<file path="src/rtl/ex_stage_pkg.sv">
// ex_stage_pkg: control-bit positions, ALUOp codes, opcodes, FSM encoding and forwarding helper for the execute stage
package ex_stage_pkg;
    localparam int C_REG2LOC = 8;
    localparam int C_ALUSRC  = 7;
    localparam int C_WB_HI   = 6;
    localparam int C_WB_LO   = 2;

    localparam logic [1:0] ALUOP_ADD   = 2'b00;
    localparam logic [1:0] ALUOP_PASS  = 2'b01;
    localparam logic [1:0] ALUOP_RTYPE = 2'b10;

    localparam logic [10:0] OP_ADD = 11'b10001011000;
    localparam logic [10:0] OP_SUB = 11'b11001011000;
    localparam logic [10:0] OP_AND = 11'b10001010000;
    localparam logic [10:0] OP_ORR = 11'b10101010000;
    localparam logic [10:0] OP_MUL = 11'b10011011000;

    localparam logic [4:0] XZR = 5'd31;

    typedef enum logic {
        IDLE = 1'b0,
        BUSY = 1'b1
    } state_t;

    // EX/MEM result wins over MEM/WB; XZR always reads as its register-file value
    function automatic logic [63:0] fwd(
        input logic [4:0]  src,
        input logic [63:0] reg_val,
        input logic        ex_we,
        input logic [4:0]  ex_rd,
        input logic [63:0] ex_val,
        input logic        wb_we,
        input logic [4:0]  wb_rd,
        input logic [63:0] wb_val
    );
        return (src != XZR && ex_we && ex_rd == src) ? ex_val :
               (src != XZR && wb_we && wb_rd == src) ? wb_val : reg_val;
    endfunction
endpackage

</file>
<file path="src/rtl/ex_stage_if.sv">
// ex_stage_if: ID/EX inputs, forwarding sources, hazard controls and EX/MEM outputs of the execute stage
interface ex_stage_if;
    logic [8:0]  ctrl_in;
    logic [63:0] pc_in;
    logic [63:0] rd_data_1_in;
    logic [63:0] rd_data_2_in;
    logic [63:0] sign_extend_in;
    logic [10:0] opcode_in;
    logic [4:0]  rn_in;
    logic [4:0]  rm_in;
    logic [4:0]  rd_in;
    logic        exmem_regwrite;
    logic        memwb_regwrite;
    logic [4:0]  exmem_rd;
    logic [4:0]  memwb_rd;
    logic [63:0] exmem_data;
    logic [63:0] memwb_data;
    logic        flush_in;
    logic        stall_out;
    logic [4:0]  ctrl_out;
    logic [63:0] alu_result_out;
    logic [63:0] wr_data_out;
    logic [63:0] branch_target_out;
    logic        zero_out;
    logic [4:0]  rd_out;

    modport master (
        output ctrl_in, pc_in, rd_data_1_in, rd_data_2_in, sign_extend_in, opcode_in,
               rn_in, rm_in, rd_in, exmem_regwrite, memwb_regwrite, exmem_rd, memwb_rd,
               exmem_data, memwb_data, flush_in,
        input  stall_out, ctrl_out, alu_result_out, wr_data_out, branch_target_out, zero_out, rd_out
    );

    modport slave (
        input  ctrl_in, pc_in, rd_data_1_in, rd_data_2_in, sign_extend_in, opcode_in,
               rn_in, rm_in, rd_in, exmem_regwrite, memwb_regwrite, exmem_rd, memwb_rd,
               exmem_data, memwb_data, flush_in,
        output stall_out, ctrl_out, alu_result_out, wr_data_out, branch_target_out, zero_out, rd_out
    );
endinterface

</file>
<file path="src/rtl/ex_stage_mul_iter.sv">
// ex_stage_mul_iter: shift-add multiplier retiring MUL_BITS multiplier bits per cycle, low 64 product bits
module ex_stage_mul_iter #(
    parameter int MUL_BITS = 1
) (
    input  logic        clk,
    input  logic        rst_n,
    input  logic        start,
    input  logic        abort,
    input  logic [63:0] a,
    input  logic [63:0] b,
    output logic        busy,
    output logic        done,
    output logic [63:0] product
);
    localparam int N  = 64 / MUL_BITS;
    localparam int CW = $clog2(N);

    logic [63:0]   mcand, mplier, acc;
    logic [CW-1:0] cnt;

    function automatic logic [63:0] step(input logic [63:0] acc_in, input logic [63:0] mc, input logic [63:0] mp);
        logic [63:0] s;
        s = acc_in;
        for (int i = 0; i < MUL_BITS; i++)
            if (mp[i]) s = s + (mc << i);
        return s;
    endfunction

    assign done    = busy && cnt == '0;
    assign product = acc;

    // The first partial product is taken at start, so the last one lands as cnt reaches zero
    always_ff @(posedge clk or negedge rst_n) begin
        if (!rst_n) begin
            busy   <= 1'b0;
            cnt    <= '0;
            acc    <= '0;
            mcand  <= '0;
            mplier <= '0;
        end else if (abort) begin
            busy <= 1'b0;
            cnt  <= '0;
        end else if (start) begin
            busy   <= 1'b1;
            cnt    <= CW'(N - 1);
            acc    <= step('0, a, b);
            mcand  <= a << MUL_BITS;
            mplier <= b >> MUL_BITS;
        end else if (busy) begin
            if (cnt == '0) begin
                busy <= 1'b0;
            end else begin
                cnt    <= cnt - 1'b1;
                acc    <= step(acc, mcand, mplier);
                mcand  <= mcand << MUL_BITS;
                mplier <= mplier >> MUL_BITS;
            end
        end
    end
endmodule

</file>
<file path="src/rtl/ex_stage.sv">
// ex_stage: LEGv8 execute stage with forwarding, ALU, branch adder, iterative MUL sequencer and EX/MEM register
module ex_stage
    import ex_stage_pkg::*;
#(
    parameter int MUL_BITS = 1
) (
    input logic       clk,
    input logic       rst_n,
    ex_stage_if.slave bus
);
    state_t      state, state_nxt;
    logic [63:0] a, b, alu_b, rtype_res, alu_res, product, res;
    logic [63:0] hold_pc, hold_se, hold_b;
    logic [4:0]  hold_ctrl, hold_rd;
    logic [1:0]  aluop;
    logic        is_mul, mul_start, mul_busy, mul_done, load, sel_hold;
    logic        unused_reg2loc;

    assign unused_reg2loc = bus.ctrl_in[C_REG2LOC];

    assign a = fwd(bus.rn_in, bus.rd_data_1_in, bus.exmem_regwrite, bus.exmem_rd, bus.exmem_data,
                   bus.memwb_regwrite, bus.memwb_rd, bus.memwb_data);
    assign b = fwd(bus.rm_in, bus.rd_data_2_in, bus.exmem_regwrite, bus.exmem_rd, bus.exmem_data,
                   bus.memwb_regwrite, bus.memwb_rd, bus.memwb_data);

    assign aluop     = bus.ctrl_in[1:0];
    assign alu_b     = bus.ctrl_in[C_ALUSRC] ? bus.sign_extend_in : b;
    assign is_mul    = aluop == ALUOP_RTYPE && bus.opcode_in == OP_MUL;
    assign rtype_res = bus.opcode_in == OP_ADD ? a + alu_b :
                       bus.opcode_in == OP_SUB ? a - alu_b :
                       bus.opcode_in == OP_AND ? a & alu_b :
                       bus.opcode_in == OP_ORR ? a | alu_b : '0;
    assign alu_res   = aluop == ALUOP_ADD   ? a + alu_b :
                       aluop == ALUOP_PASS  ? alu_b :
                       aluop == ALUOP_RTYPE ? rtype_res : '0;

    assign sel_hold = state == BUSY;
    assign res      = sel_hold ? product : alu_res;

    ex_stage_mul_iter #(.MUL_BITS(MUL_BITS)) u_mul (
        .clk     (clk),
        .rst_n   (rst_n),
        .start   (mul_start),
        .abort   (bus.flush_in),
        .a       (a),
        .b       (b),
        .busy    (mul_busy),
        .done    (mul_done),
        .product (product)
    );

    // Sequencer: flush overrides everything; a MUL stalls upstream until its product is ready
    always_comb begin
        state_nxt     = state;
        mul_start     = 1'b0;
        load          = 1'b0;
        bus.stall_out = 1'b0;
        if (bus.flush_in) begin
            state_nxt = IDLE;
        end else if (state == IDLE) begin
            load          = !is_mul;
            mul_start     = is_mul;
            bus.stall_out = is_mul && rst_n;
            state_nxt     = is_mul ? BUSY : IDLE;
        end else begin
            load          = mul_done;
            bus.stall_out = mul_busy && !mul_done;
            state_nxt     = mul_done ? IDLE : BUSY;
        end
    end

    // Sequencer state register
    always_ff @(posedge clk or negedge rst_n) begin
        if (!rst_n) state <= IDLE;
        else        state <= state_nxt;
    end

    // Keep the MUL's own context because ID/EX moves on while the product is built
    always_ff @(posedge clk or negedge rst_n) begin
        if (!rst_n) begin
            hold_ctrl <= '0;
            hold_rd   <= '0;
            hold_pc   <= '0;
            hold_se   <= '0;
            hold_b    <= '0;
        end else if (mul_start) begin
            hold_ctrl <= bus.ctrl_in[C_WB_HI:C_WB_LO];
            hold_rd   <= bus.rd_in;
            hold_pc   <= bus.pc_in;
            hold_se   <= bus.sign_extend_in;
            hold_b    <= b;
        end
    end

    // EX/MEM register: a bubble clears only the control bits and leaves data untouched
    always_ff @(posedge clk or negedge rst_n) begin
        if (!rst_n) begin
            bus.ctrl_out          <= '0;
            bus.alu_result_out    <= '0;
            bus.wr_data_out       <= '0;
            bus.branch_target_out <= '0;
            bus.zero_out          <= 1'b0;
            bus.rd_out            <= '0;
        end else begin
            bus.ctrl_out <= !load ? '0 : sel_hold ? hold_ctrl : bus.ctrl_in[C_WB_HI:C_WB_LO];
            if (load) begin
                bus.alu_result_out    <= res;
                bus.zero_out          <= res == '0;
                bus.wr_data_out       <= sel_hold ? hold_b : b;
                bus.rd_out            <= sel_hold ? hold_rd : bus.rd_in;
                bus.branch_target_out <= (sel_hold ? hold_pc : bus.pc_in) +
                                         ((sel_hold ? hold_se : bus.sign_extend_in) << 2);
            end
        end
    end
endmodule

</file>
<file path="src/flat_wrapper.sv">
// flat-port wrapper written by rule: the top's interface ports become plain ports
module ex_stage_flat import ex_stage_pkg::*;
#(
    parameter int MUL_BITS = 1
)
  (clk, rst_n, bus_ctrl_in, bus_pc_in, bus_rd_data_1_in, bus_rd_data_2_in, bus_sign_extend_in, bus_opcode_in, bus_rn_in, bus_rm_in, bus_rd_in, bus_exmem_regwrite, bus_memwb_regwrite, bus_exmem_rd, bus_memwb_rd, bus_exmem_data, bus_memwb_data, bus_flush_in, bus_stall_out, bus_ctrl_out, bus_alu_result_out, bus_wr_data_out, bus_branch_target_out, bus_zero_out, bus_rd_out);
  ex_stage_if bus_i ();
  input logic clk;
  input logic rst_n;
  input wire logic [$bits(bus_i.ctrl_in)-1:0] bus_ctrl_in;
  input wire logic [$bits(bus_i.pc_in)-1:0] bus_pc_in;
  input wire logic [$bits(bus_i.rd_data_1_in)-1:0] bus_rd_data_1_in;
  input wire logic [$bits(bus_i.rd_data_2_in)-1:0] bus_rd_data_2_in;
  input wire logic [$bits(bus_i.sign_extend_in)-1:0] bus_sign_extend_in;
  input wire logic [$bits(bus_i.opcode_in)-1:0] bus_opcode_in;
  input wire logic [$bits(bus_i.rn_in)-1:0] bus_rn_in;
  input wire logic [$bits(bus_i.rm_in)-1:0] bus_rm_in;
  input wire logic [$bits(bus_i.rd_in)-1:0] bus_rd_in;
  input wire logic [$bits(bus_i.exmem_regwrite)-1:0] bus_exmem_regwrite;
  input wire logic [$bits(bus_i.memwb_regwrite)-1:0] bus_memwb_regwrite;
  input wire logic [$bits(bus_i.exmem_rd)-1:0] bus_exmem_rd;
  input wire logic [$bits(bus_i.memwb_rd)-1:0] bus_memwb_rd;
  input wire logic [$bits(bus_i.exmem_data)-1:0] bus_exmem_data;
  input wire logic [$bits(bus_i.memwb_data)-1:0] bus_memwb_data;
  input wire logic [$bits(bus_i.flush_in)-1:0] bus_flush_in;
  output wire logic [$bits(bus_i.stall_out)-1:0] bus_stall_out;
  output wire logic [$bits(bus_i.ctrl_out)-1:0] bus_ctrl_out;
  output wire logic [$bits(bus_i.alu_result_out)-1:0] bus_alu_result_out;
  output wire logic [$bits(bus_i.wr_data_out)-1:0] bus_wr_data_out;
  output wire logic [$bits(bus_i.branch_target_out)-1:0] bus_branch_target_out;
  output wire logic [$bits(bus_i.zero_out)-1:0] bus_zero_out;
  output wire logic [$bits(bus_i.rd_out)-1:0] bus_rd_out;
  assign bus_i.ctrl_in = bus_ctrl_in;
  assign bus_i.pc_in = bus_pc_in;
  assign bus_i.rd_data_1_in = bus_rd_data_1_in;
  assign bus_i.rd_data_2_in = bus_rd_data_2_in;
  assign bus_i.sign_extend_in = bus_sign_extend_in;
  assign bus_i.opcode_in = bus_opcode_in;
  assign bus_i.rn_in = bus_rn_in;
  assign bus_i.rm_in = bus_rm_in;
  assign bus_i.rd_in = bus_rd_in;
  assign bus_i.exmem_regwrite = bus_exmem_regwrite;
  assign bus_i.memwb_regwrite = bus_memwb_regwrite;
  assign bus_i.exmem_rd = bus_exmem_rd;
  assign bus_i.memwb_rd = bus_memwb_rd;
  assign bus_i.exmem_data = bus_exmem_data;
  assign bus_i.memwb_data = bus_memwb_data;
  assign bus_i.flush_in = bus_flush_in;
  assign bus_stall_out = bus_i.stall_out;
  assign bus_ctrl_out = bus_i.ctrl_out;
  assign bus_alu_result_out = bus_i.alu_result_out;
  assign bus_wr_data_out = bus_i.wr_data_out;
  assign bus_branch_target_out = bus_i.branch_target_out;
  assign bus_zero_out = bus_i.zero_out;
  assign bus_rd_out = bus_i.rd_out;
  ex_stage #(.MUL_BITS(MUL_BITS)) u_core (.clk(clk), .rst_n(rst_n), .bus(bus_i));
endmodule
</file>
<file path="config.mk">
export PLATFORM = sky130hd
export DESIGN_NAME = ex_stage_flat
export DESIGN_NICKNAME = d
export VERILOG_FILES = /design/src/rtl/ex_stage_pkg.sv /design/src/rtl/ex_stage_if.sv /design/src/rtl/ex_stage_mul_iter.sv /design/src/rtl/ex_stage.sv /design/src/flat_wrapper.sv
export SDC_FILE = /design/constraint.sdc
export NUM_CORES = 2
export LEC_CHECK = 0
export BUFFER_PORTS_ARGS = -buffer_cell sky130_fd_sc_hd__buf_4
export CORE_UTILIZATION = 35
export CTS_CLUSTER_DIAMETER = 150
export CTS_CLUSTER_SIZE = 12
export DETAILED_ROUTE_END_ITERATION = 6
export PLACE_DENSITY = 0.5
export SLEW_MARGIN = 10
export SYNTH_ARGS = -nofsm -noshare
export SYNTH_HDL_FRONTEND = slang
export SYNTH_SLANG_ARGS = --single-unit
</file>
<file path="constraint.sdc">
create_clock -name clk -period 9.5 [get_ports clk]
set_input_delay 1.9 -clock clk [delete_from_list [all_inputs] [get_ports clk]]
set_output_delay 1.9 -clock clk [all_outputs]
set_load 0.02 [all_outputs]
</file>
# Word-level counts from Yosys, hierarchy flattened
# Cells that the tools add are included.
dict set report word_totals {
  wordCells 111
  ff_bits 603
  output_inout_bits 204
}
dict set report op_classes {
  mux 48
  reduce_logical 23
  bitwise 3
  n_addsub 5
  eq_ne 15
}
# op n
set ops {}
lappend ops {{$mux W64} 26}
lappend ops {{$add A64 B64 Y64} 3}
lappend ops {{$and A64 B64 Y64} 1}
lappend ops {{$logic_not A64 Y1} 1}
lappend ops {{$or A64 B64 Y64} 1}
lappend ops {{$sub A64 B64 Y64} 1}
lappend ops {{$mux W62} 1}
lappend ops {{$eq A11 B11 Y1 const B} 5}
lappend ops {{$mux W6} 4}
lappend ops {{$eq A5 B5 Y1} 4}
lappend ops {{$mux W5} 3}
lappend ops {{$mux W1} 14}
lappend ops {{$logic_and A1 B1 Y1} 12}
lappend ops {{$ne A5 B5 Y1 const B} 2}
lappend ops {{$logic_not A6 Y1} 1}
lappend ops {{$sub A6 B1 Y6 const B} 1}
lappend ops {{$reduce_and A4 Y1} 1}
lappend ops {{$reduce_bool A2 Y1} 2}
lappend ops {{$ne A3 B2 Y1 const B} 1}
lappend ops {{$reduce_and A3 Y1} 1}
lappend ops {{$reduce_bool A3 Y1} 1}
lappend ops {{$eq A2 B1 Y1 const B} 1}
lappend ops {{$eq A2 B2 Y1 const B} 1}
lappend ops {{$logic_not A1 Y1} 2}
lappend ops {{other kinds (4)} 4}

# Longest topological paths before layout
dict set report logic_depth {
  ltp_word 16
  ltp_mapped 29
  depth_no_buf 24
}

# Cells and area by module
# A second synthesis with hierarchy kept.
dict set report hier_totals {
  hier_cells 6499
  hier_area_um2 50236.9
}
# mod area_each_um2 n_inst seq_area_each_um2 cells_each
set modules_own_cells {}
lappend modules_own_cells {ex_stage 37583.5 1 10109.7 5053}
lappend modules_own_cells {ex_stage_mul_iter 12653.4 1 4929.7 1446}

# Worst setup path before layout
# Ideal clock, no wire load.
dict set report synth_timing {
  kind {input-to-reg}
  start {input port bus_rm_in[0]}
  end {register u_core.bus.zero_out}
  setup_ns 0.076
  t_arrival_ns 7.593
  required_ns 9.424
  cell_stages 24
  path_slack_ns 1.831
  path_cell_list {xnor2_1 -> nand4_1 -> nor3_1 -> clkbuf_1 -> clkbuf_1 -> buf_1 -> nand2_1 -> a31oi_1 -> mux2i_1 -> inv_1 -> ha_1 -> buf_2 -> inv_1 -> o31a_1 -> o211ai_1 -> a2111oi_0 -> a211oi_1 -> or3b_2 -> xnor2_1 -> a211o_1 -> or4b_1 -> nor4_1 -> nand4_1 -> o21ai_1}
}
dict set report synth_between {
  elab_chain_len 16
  word_cells_on_any_way 23
  cone_classes {2 x add/sub; 3 x eq/ne; 11 x mux; 2 x bitwise; 5 x reduce/logical}
}
# item line
set synth_rtl {}
lappend synth_rtl {{start, declared} flat_wrapper.sv:17} ;# input wire logic [$bits(bus_i.rm_in)-1:0] bus_rm_in;
lappend synth_rtl {{$ne A5 B5 Y1} {ex_stage_pkg.sv:36, ex_stage_pkg.sv:37}}
lappend synth_rtl {{$logic_and A1 B1 Y1 (2 in series)} ex_stage_pkg.sv:37} ;# (src != XZR && wb_we && wb_rd == src) ? wb_val : reg_val;
lappend synth_rtl {{$mux W64} ex_stage_pkg.sv:37}
lappend synth_rtl {{$mux W64 *} ex_stage_pkg.sv:36} ;# return (src != XZR && ex_we && ex_rd == src) ? ex_val :
lappend synth_rtl {{$mux W64 *} ex_stage.sv:27} ;# assign alu_b = bus.ctrl_in[C_ALUSRC] ? bus.sign_extend_in : b;
lappend synth_rtl {{branches (longest 7 deep; another with $sub A64 B64 Y64)} --}
lappend synth_rtl {{$mux W64 *} ex_stage.sv:33} ;# assign alu_res = aluop == ALUOP_ADD ? a + alu_b :
lappend synth_rtl {{$mux W64 *} ex_stage.sv:38} ;# assign res = sel_hold ? product : alu_res;
lappend synth_rtl {{$logic_not A64 Y1 *} ex_stage.sv:108} ;# bus.zero_out <= res == '0;
lappend synth_rtl {{end signal, assigned} ex_stage.sv:102} ;# bus.zero_out <= 1'b0;
lappend synth_rtl {{end signal, assigned} ex_stage.sv:108}
lappend synth_rtl {{end, declared} ex_stage_if.sv:38} ;# output stall_out, ctrl_out, alu_result_out, wr_data_out, branch_target_out, zero_out, rd_out
# Every way passes the cells marked *.
# A chain may end at the register's enable or synchronous reset.

# Worst setup path after layout
dict set report layout_timing {
  start {input port bus_rm_in[1]}
  end {register u_core.bus.zero_out}
}
# The elaborated chain is that of the path after synthesis.

==> impl_metrics.yaml <==
sta:
  final.min_clock_period_ns: 8.53
  maxSlewViolCount: 0
  fmax_mhz: 117
  rsz0062_at_grt: "false"
  fin_skew_ns: 0.0247
  hold_violations: 0
  setup_violations: 0
  fin_setup_tns_ns: 0
  maxSlewHeadroom: 0.144
  worstMarginPinSlew_ns: 1.27
  post-route-period-util: 0.898
synthesis:
  synth_ff_type: "dfrtp_1"
  synth_cell_type_count: 107
  yosys_warnings: 0
  syn_area_um2: 49200
  synth_fp_nets: 7193
  synth-edff-count: 0
  synth_area_per_cell_um2: 7.65
  seq_area_frac_synth: 0.305
  synthArstFlopShare: 1.00
  yosysTopAreaCell: "dfrtp_1"
  yosysMostFrequentCell: "nand2_1"
  synthCells: 6439
  netlist.area_leader.share: 0.305
  synth-seq-cells: 601
  synth_commonest_cells: "nand2_1, dfrtp_1, o21ai_0"
  synth_area_leaders: "dfrtp_1, nand2_1, ha_1"
route:
  drt_pass1_iterations: 6
  routedWlPerCell_um: 28.8
  post-route-drc-count: 0
  via_per_inst: 5.87
  drt_iter0_markers: 6291
  vias: 52720
  routed_wl_um: 258000
  ant_nets: 0
setup_path:
  crit_path_max_incr_delay_ns: 0.92
  cp_slowest_cell: "a31oi_1"
  cp.required_ns: 10.07
  worstSetupEndpointType: "register"
  reg2reg_depth: 19
  critPathKind: "input pin to register"
  rrSetupSlack_ns: 3.67
  start_kind: "input pin"
  cp_common_cell: "buf_4"
  rr_endpoint: "u_core.bus.branch_target_out[62]"
  worstPathArrival_ns: 9.10
  reg2reg_from: "u_core.sel_hold"
  worst-path-max-fanout: 32
  startpoint: "bus_rm_in[1]"
cts:
  cts.hold.buffers_added: 0
  clk_path_buf_depth: 3
  ctsRootBufferMaster: "clkbuf_16"
  numCtsBuffers: 57
  cts_resized: 0
  h-tree-depth: 2
  clock_latency_ns: 0.70
  cts_tree: "yes"
  clkTransAtPathRegs_ns: 0.06
  postCtsSetupBuffers: 0
  clock_sinks: 601
min_path:
  min_path_type: "register to register"
  holdPathStages: 2
  holdCritStartpoint: "u_core.hold_pc[55]"
  min_to: "u_core.hold_pc[55]"
final_layout:
  multi_input_area_um2: 31800
  ff_latch_area_um2: 15000
  drive_above_1_share: 0.184
  post-route-util: 0.426
  syn_to_final_growth_pct: 20.7
  final.fill_count: 14578
  final_nets: 7839
floorplanning:
  rows: 137
  die_w_um: 377
  die_area_um2: 142000
  core_region_area_um2: 140000
  start_util: 0.353
  io_pins: 638
  fp.dieH_um: 377
placement:
  hpwl_um: 203000
  gp_congestion: 1.05
  portBuffers: 636
power_and_ir_drop:
  cellLeakagePower_nw: 28.2
  cellPowerDensity_nw_per_um2: 140
  max-vdd-ir-drop_uv: 142
global_routing:
  grt_max_degree: 184
  grt_remaining_overflow: 0
  grt_pass1_vias: 49292
  antenna_found_initial: 23
  grt.total_usage: 0.352
  grt_first_pass_wirelength_um: 363000
run_status:
  outcome: "finished clean"
job:
  max-cap-violations: 0
==> power by group <==
| group | leakage (nW) | internal, mW | total [mW] | switching (mW) |
|---|---|---|---|---|
| clock | 0.754 | 1.10 | 2.21 | 1.12 |
| combinational | 19.5 | 1.19 | 3.22 | 2.03 |
| sequential | 7.87 | 2.75 | 2.87 | 0.126 |
| total | 28.2 | 5.03 | 8.31 | 3.27 |
==> how the worst max path moves through the flow <==
stage                                      to  slack (ns)  cells past startpoint
after floorplan           u_core.bus.zero_out        1.83                     24
after global placement    u_core.bus.zero_out        0.64                     25
after detailed placement  u_core.bus.zero_out        0.63                     25
after CTS                 u_core.bus.zero_out        1.34                     25
after global routing      u_core.bus.zero_out        0.74                     26
final                     u_core.bus.zero_out        0.97                     25
==> registers in the layout (all words and copies together), names as in the netlist, 5 cells and up <==
register and cells:
u_core.bus.alu_result_out 64, u_core.bus.branch_target_out 64, u_core.bus.ctrl_out 5, u_core.bus.rd_out 5, u_core.bus.wr_data_out 64, u_core.hold_b 64, u_core.hold_ctrl 5, u_core.hold_pc 64
u_core.hold_rd 5, u_core.hold_se 62, u_core.u_mul.cnt 6, u_core.u_mul.mcand 63, u_core.u_mul.mplier 63, u_core.u_mul.product 64
==> cell type report <==
class / instances / area share
Multi-Input combinational cell: 5175 / 0.535
Sequential cell: 601 / 0.253
Timing Repair Buffer: 1004 / 0.130
Tap cell: 1876 / 0.0395
Clock buffer: 58 / 0.0241
Inverter: 246 / 0.0157
Clock inverter: 7 / 0.00223
Antenna cell: 8 / 0.000337
==> stage by stage <==
step	setup WS, ns	cells	instance area [um2]	power (mW)	hold WS, ns
after CTS	1.34	8967	59400	8.28	0.465
after global placement	0.636	8902	57800	6.04	0.445
after global routing	0.735	8971	59400	8.65	0.480
after floorplan	1.83	6439	49200	4.60	0.433
final	0.970	8975	59400	8.31	0.461
after detailed placement	0.625	8902	57800	6.04	0.450
==> layout by cell type, fill, tap and decap left out, types with 159 or more instances in the layout <==
| cell | netlist | routed |
|---|---|---|
| a21oi_1 | 435 | 435 |
| a31oi_1 | 199 | 198 |
| buf_4 | 2 | 987 |
| dfrtp_1 | 601 | 600 |
| ha_1 | 316 | 316 |
| inv_1 | 243 | 240 |
| mux2i_1 | 168 | 168 |
| nand2_1 | 1399 | 1399 |
| nor2_1 | 519 | 512 |
| o21ai_0 | 529 | 504 |
| xnor2_1 | 159 | 159 |
==> routing by layer <==
layer,up-vias,part of all wire,track usage
li1,24023,-,-
met1,25782,0.46,0.515
met2,2525,0.41,0.509
met3,362,0.093,0.0727
met4,28,0.037,0.111
met5,-,0.00074,0
==> logic make-up (layout without fill, tap and decap cells) <==
kind of cell | after synthesis | count (layout) | share of synthesized area
AND/OR/NAND/NOR | 2449 | 2449 | 0.213
AO/OA/AOI/OAI | 1884 | 1884 | 0.244
buffers and inverters | 663 | 1315 | 0.0516
flip-flops | 601 | 601 | 0.305
adder cells (fa/ha/maj) | 320 | 320 | 0.0819
multiplexers | 307 | 307 | 0.0659
XOR/XNOR | 215 | 215 | 0.0382
other | 0 | 8 | 0
==> critical path: cells and delay by family <==
family / cells / cell delay (ns)
compound gates: 6 / 2.37
xor+xnor: 1 / 0.14
simple gates: 10 / 2.49
mux: 2 / 0.72
buf+inv: 5 / 1.00
fa+ha+maj: 1 / 0.41
(Power assumes the default switching activity.)
